[src/rtl/serial_adder_ctrl.sv]
// Bit-serial add/subtract sequencer: one shared full-adder cell, one bit per clock, LSB first.
// Operands are captured on start; the result and carry-out are registered and held until the next completion.
module serial_adder_ctrl #(
  parameter int WIDTH = 8
) (
  input  logic             clk,
  input  logic             rst_n,
  input  logic             start,
  input  logic             sub,
  input  logic [WIDTH-1:0] a,
  input  logic [WIDTH-1:0] b,
  input  logic             cin,
  output logic             busy,
  output logic             done,
  output logic [WIDTH-1:0] sum,
  output logic             cout
);

  localparam int CW = (WIDTH > 1) ? $clog2(WIDTH) : 1;

  typedef enum logic [1:0] {
    S_IDLE = 2'd0,
    S_RUN  = 2'd1,
    S_DONE = 2'd2
  } state_e;

  // Returns {carry_out, sum_bit} of a single full-adder cell.
  function automatic logic [1:0] full_add(input logic x, input logic y, input logic c);
    return {(x & y) | (y & c) | (c & x), x ^ y ^ c};
  endfunction

  state_e           state_q, state_d;
  logic [WIDTH-1:0] a_sh_q, a_sh_d;
  logic [WIDTH-1:0] b_sh_q, b_sh_d;
  logic [WIDTH-1:0] r_sh_q, r_sh_d;
  logic             carry_q, carry_d;
  logic [CW-1:0]    cnt_q, cnt_d;
  logic [WIDTH-1:0] sum_q, sum_d;
  logic             cout_q, cout_d;
  logic             busy_q, busy_d;
  logic             done_q, done_d;
  logic             fa_sum;
  logic             fa_co;

  assign {fa_co, fa_sum} = full_add(a_sh_q[0], b_sh_q[0], carry_q);

  // Next-state, datapath stepping and result capture.
  always_comb begin
    state_d = state_q;
    a_sh_d  = a_sh_q;
    b_sh_d  = b_sh_q;
    r_sh_d  = r_sh_q;
    carry_d = carry_q;
    cnt_d   = cnt_q;
    sum_d   = sum_q;
    cout_d  = cout_q;
    case (state_q)
      S_IDLE: begin
        if (start) begin
          // Subtract is a + ~b + 1, so the inverted operand and a preset carry do all the work.
          a_sh_d  = a;
          b_sh_d  = sub ? ~b : b;
          carry_d = sub ? 1'b1 : cin;
          cnt_d   = '0;
          state_d = S_RUN;
        end else begin
          state_d = S_IDLE;
        end
      end
      S_RUN: begin
        a_sh_d  = a_sh_q >> 1;
        b_sh_d  = b_sh_q >> 1;
        r_sh_d  = (r_sh_q >> 1) | (WIDTH'(fa_sum) << (WIDTH - 1));
        carry_d = fa_co;
        cnt_d   = cnt_q + CW'(1);
        if (cnt_q == CW'(WIDTH - 1)) begin
          sum_d   = (r_sh_q >> 1) | (WIDTH'(fa_sum) << (WIDTH - 1));
          cout_d  = fa_co;
          state_d = S_DONE;
        end else begin
          state_d = S_RUN;
        end
      end
      S_DONE: begin
        state_d = S_IDLE;
      end
      default: begin
        state_d = S_IDLE;
      end
    endcase
  end

  // Status flags are decoded from the next state so they leave the block straight from flops.
  always_comb begin
    busy_d = 1'b0;
    done_d = 1'b0;
    case (state_d)
      S_RUN:   busy_d = 1'b1;
      S_DONE:  done_d = 1'b1;
      default: begin
        busy_d = 1'b0;
        done_d = 1'b0;
      end
    endcase
  end

  // State and datapath registers.
  always_ff @(posedge clk or negedge rst_n) begin
    if (!rst_n) begin
      state_q <= S_IDLE;
      a_sh_q  <= '0;
      b_sh_q  <= '0;
      r_sh_q  <= '0;
      carry_q <= 1'b0;
      cnt_q   <= '0;
      sum_q   <= '0;
      cout_q  <= 1'b0;
      busy_q  <= 1'b0;
      done_q  <= 1'b0;
    end else begin
      state_q <= state_d;
      a_sh_q  <= a_sh_d;
      b_sh_q  <= b_sh_d;
      r_sh_q  <= r_sh_d;
      carry_q <= carry_d;
      cnt_q   <= cnt_d;
      sum_q   <= sum_d;
      cout_q  <= cout_d;
      busy_q  <= busy_d;
      done_q  <= done_d;
    end
  end

  assign busy = busy_q;
  assign done = done_q;
  assign sum  = sum_q;
  assign cout = cout_q;

endmodule
[config.mk]
export PLATFORM = sky130hd
export DESIGN_NAME = serial_adder_ctrl
export DESIGN_NICKNAME = d
export VERILOG_FILES = /design/src/rtl/serial_adder_ctrl.sv
export SDC_FILE = /design/constraint.sdc
export NUM_CORES = 1
export LEC_CHECK = 0
export BUFFER_PORTS_ARGS = -buffer_cell sky130_fd_sc_hd__buf_4
export CAP_MARGIN = 5
export CORE_MARGIN = 1.5
export CORE_UTILIZATION = 25
export CTS_BUF_LIST = sky130_fd_sc_hd__clkbuf_2
export CTS_CLUSTER_DIAMETER = 40
export DETAILED_ROUTE_END_ITERATION = 10
export GPL_TIMING_DRIVEN = 0
export HOLD_SLACK_MARGIN = 0.05
export PLACE_DENSITY = 0.42
export SLEW_MARGIN = 20
export SYNTH_ARGS = -nofsm -noshare
export SYNTH_HDL_FRONTEND = slang
export SYNTH_SLANG_ARGS = --single-unit
[constraint.sdc]
create_clock -name clk -period 2.8 [get_ports clk]
set_input_delay 0.28 -clock clk [delete_from_list [all_inputs] [get_ports clk]]
set_output_delay 0.28 -clock clk [all_outputs]
set_load 0.05 [all_outputs]
==> flow_summary.json <==
{
  "tightest_slew_ps": 518,
  "cts_tree": "done",
  "antenna_found_initial": 0,
  "cp.arrival_ps": 1790,
  "pwr-share-comb_pct": 46.9,
  "htree_levels": 2,
  "layout-drive-gt1-share_pct": 33.2,
  "die_h_um": 88.0,
  "hp-class": "in2reg",
  "tns_ps": 0,
  "syn-instance-count": 145,
  "core_area_mm2": 0.00687,
  "layout_commonest_cell": "dfrtp_1",
  "vias_per_cell": 4.43,
  "placed_area_mm2": 0.00215,
  "synth_area_leader_cell": "dfrtp_1",
  "clock.fmax_ghz": 0.663,
  "ys_seq_elements": 40,
  "seq_power_share_pct": 42.3,
  "final_cell_area_mm2": 0.00220,
  "overflow": 0,
  "dr.pass1.iters": 4,
  "maxCapViolCount": 0,
  "synth.top_cell.area_share_pct": 55.5,
  "grt_max_degree": 41,
  "fillers": 722,
  "dpl.hpwl_mm": 2.53,
  "synth.net_count": 169,
  "path_buf_inv": 1,
  "cp_slowest_cell": "dfrtp_1",
  "cp_slowest_stage_delay_ps": 430,
  "yosysSeqAreaShare_pct": 55.5,
  "clk_root_buffer_cell": "clkbuf_2",
  "max-slew-margin-rel_pct": 65.5,
  "path_clk_slew_ps": 200,
  "crit_family": "adder cells",
  "grt_pass1_wl_mm": 6.28,
  "drcViolationCount": 0,
  "syn_area_mm2": 0.00180,
  "regToRegSetupSlack_ps": 1290,
  "post_cts_resize_count": 0,
  "synthTopCellsByArea": "dfrtp_1, mux2_4, mux2_2",
  "setup_viol": 0,
  "antenna_left": 0,
  "clock_skew_ps": 12.6,
  "gp_congestion": 0.726,
  "dieWidth_um": 88.0,
  "switching_share_pct": 39.9,
  "post-route-util_pct": 32.0,
  "hold_viol": 0,
  "path_max_fanout": 10,
  "ir_worst_vdd_mv": 0.280,
  "rsz0062_at_grt": "no",
  "worst_path_most_repeated_cell": "ha_1",
  "worstPathCellList": "ha_1 -> ha_1 -> nand2_4 -> buf_6 -> mux2_4",
  "p_sw_uw": 919,
  "drv_slew": 0,
  "syn_area_per_cell_um2": 12.4,
  "nets": 207,
  "synth_warnings": 0,
  "start_kind": "flop",
  "cts_buffers": 5,
  "synth_cell_types": 29,
  "pwr-share-clk_pct": 10.8,
  "clock_latency_ps": 370,
  "p_per_area_mw_per_mm2": 1050,
  "grt_pass1_vias": 1282,
  "grtUsageTotal_pct": 10.6,
  "cts_sinks": 40,
  "clockBufferDepth": 2,
  "dieArea_mm2": 0.00774,
  "fin_crit_sh_pct": 53.8,
  "internal_power_uw": 1380,
  "start_util_pct": 26.3,
  "rows": 30,
  "cp.required_ps": 3080,
  "pin_count": 32,
  "end_kind": "flop",
  "crit_type": "reg2reg",
  "drtIter0Drc": 38,
  "post_drt_wl_per_cell_um": 13.2,
  "wl_mm": 3.70,
  "outcome": "completed",
  "period_minus_slack_ps": 1510,
  "final_cell_mix": "dfrtp_1, buf_4, nand2_1",
  "n_antenna_cell": 0,
  "place.port_buffers": 30,
  "area_growth_pct": 21.8,
  "num_vias": 1241,
  "p_leak_uw": 0.00102
}
cell usage after synthesis:
cell type	count
dfrtp_1	40
nand2_1	14
a22oi_1	13
mux2_2	9
mux2_4	8
o21ai_0	8
xnor2_1	8
clkbuf_1	5
inv_1	5
nor2_1	5
buf_6	4
o211ai_1	4
a22o_1	2
buf_2	2
ha_1	2
nor2b_1	2
o221ai_1	2
a21oi_1	1
a221o_1	1
a2bb2oi_1	1
a32o_1	1
and2b_1	1
fa_1	1
nand2_4	1
nand2b_1	1
o21ai_1	1
o21bai_1	1
o31ai_1	1
or3b_1	1
layout make-up:
cell class / count / area, µm² / area share, %
Multi-Input combinational cell: 89 / 711 / 32.3
Inverter: 5 / 18.8 / 0.854
Clock inverter: 1 / 3.75 / 0.171
Clock buffer: 7 / 35.0 / 1.59
Timing Repair Buffer: 31 / 235 / 10.7
Sequential cell: 40 / 1000 / 45.5
Tap cell: 96 / 120 / 5.46
Buffer: 11 / 73.8 / 3.36
layer usage:
metal / vias to the layer above / share of wire, % / GRT usage, %
li1: 589 / - / -
met1: 615 / 47 / 13.4
met2: 32 / 48 / 17.5
met3: 5 / 4.2 / 2.92
met4: 0 / 1.0 / 3.90
met5: - / 0 / 0
worst paths after layout:
path,start,cells after the start,endpoint
worst max-delay path,cnt_q[0],5,sum[7]
worst min-delay path,a[7],2,a_sh_q[7]
worst max register to register,cnt_q[0],5,sum[7]
worst min register to register,a_sh_q[2],2,a_sh_q[2]
max in group asynchronous,rst_n,2,cnt_q[2]
min in group asynchronous,rst_n,2,a_sh_q[1]
registers in the layout, summed over array words and instances (netlist names):
signal	count
done	1
busy	1
cout	1
carry_q	1
r_sh_q	7
a_sh_q	8
cnt_q	3
b_sh_q	8
sum	8
state_q	2
stage by stage:
stage / setup WS [ps] / hold slack, ps / std cells / power, µW
after CTS: 1290 / 123 / 280 / 2350
after global placement: 1330 / 293 / 271 / 2060
after global routing: 1170 / 102 / 280 / 2490
final: 1290 / 155 / 280 / 2300
after floorplan: 1400 / -15.6 / 145 / 1780
after detailed placement: 1320 / 298 / 271 / 2090
power by group through the flow:
stage | registers (µW) | clock network (µW) | logic, µW
after global placement | 985 | 0 | 1080
after detailed placement | 992 | 0 | 1100
final | 973 | 248 | 1080
after global routing | 1010 | 295 | 1190
after CTS | 977 | 268 | 1100
after floorplan | 1190 | 0 | 588
cells by family (layout without fill, tap and decap cells):
| group | Yosys count | in the layout | synth area share, % |
|---|---|---|---|
| fa+ha+maj | 3 | 3 | 2.50 |
| compound gates | 36 | 36 | 14.2 |
| mux | 17 | 17 | 12.3 |
| simple gates | 25 | 25 | 6.52 |
| flops | 40 | 40 | 55.5 |
| buf+inv | 16 | 55 | 5.13 |
| xor+xnor | 8 | 8 | 3.88 |
repair_timing:
action / 4_1_cts / 5_1_grt
hold endpoints to repair: 40 / 0
hold buffers: 1 / 0
buffers inserted: 0 / 0
(Power assumes the default switching activity.)
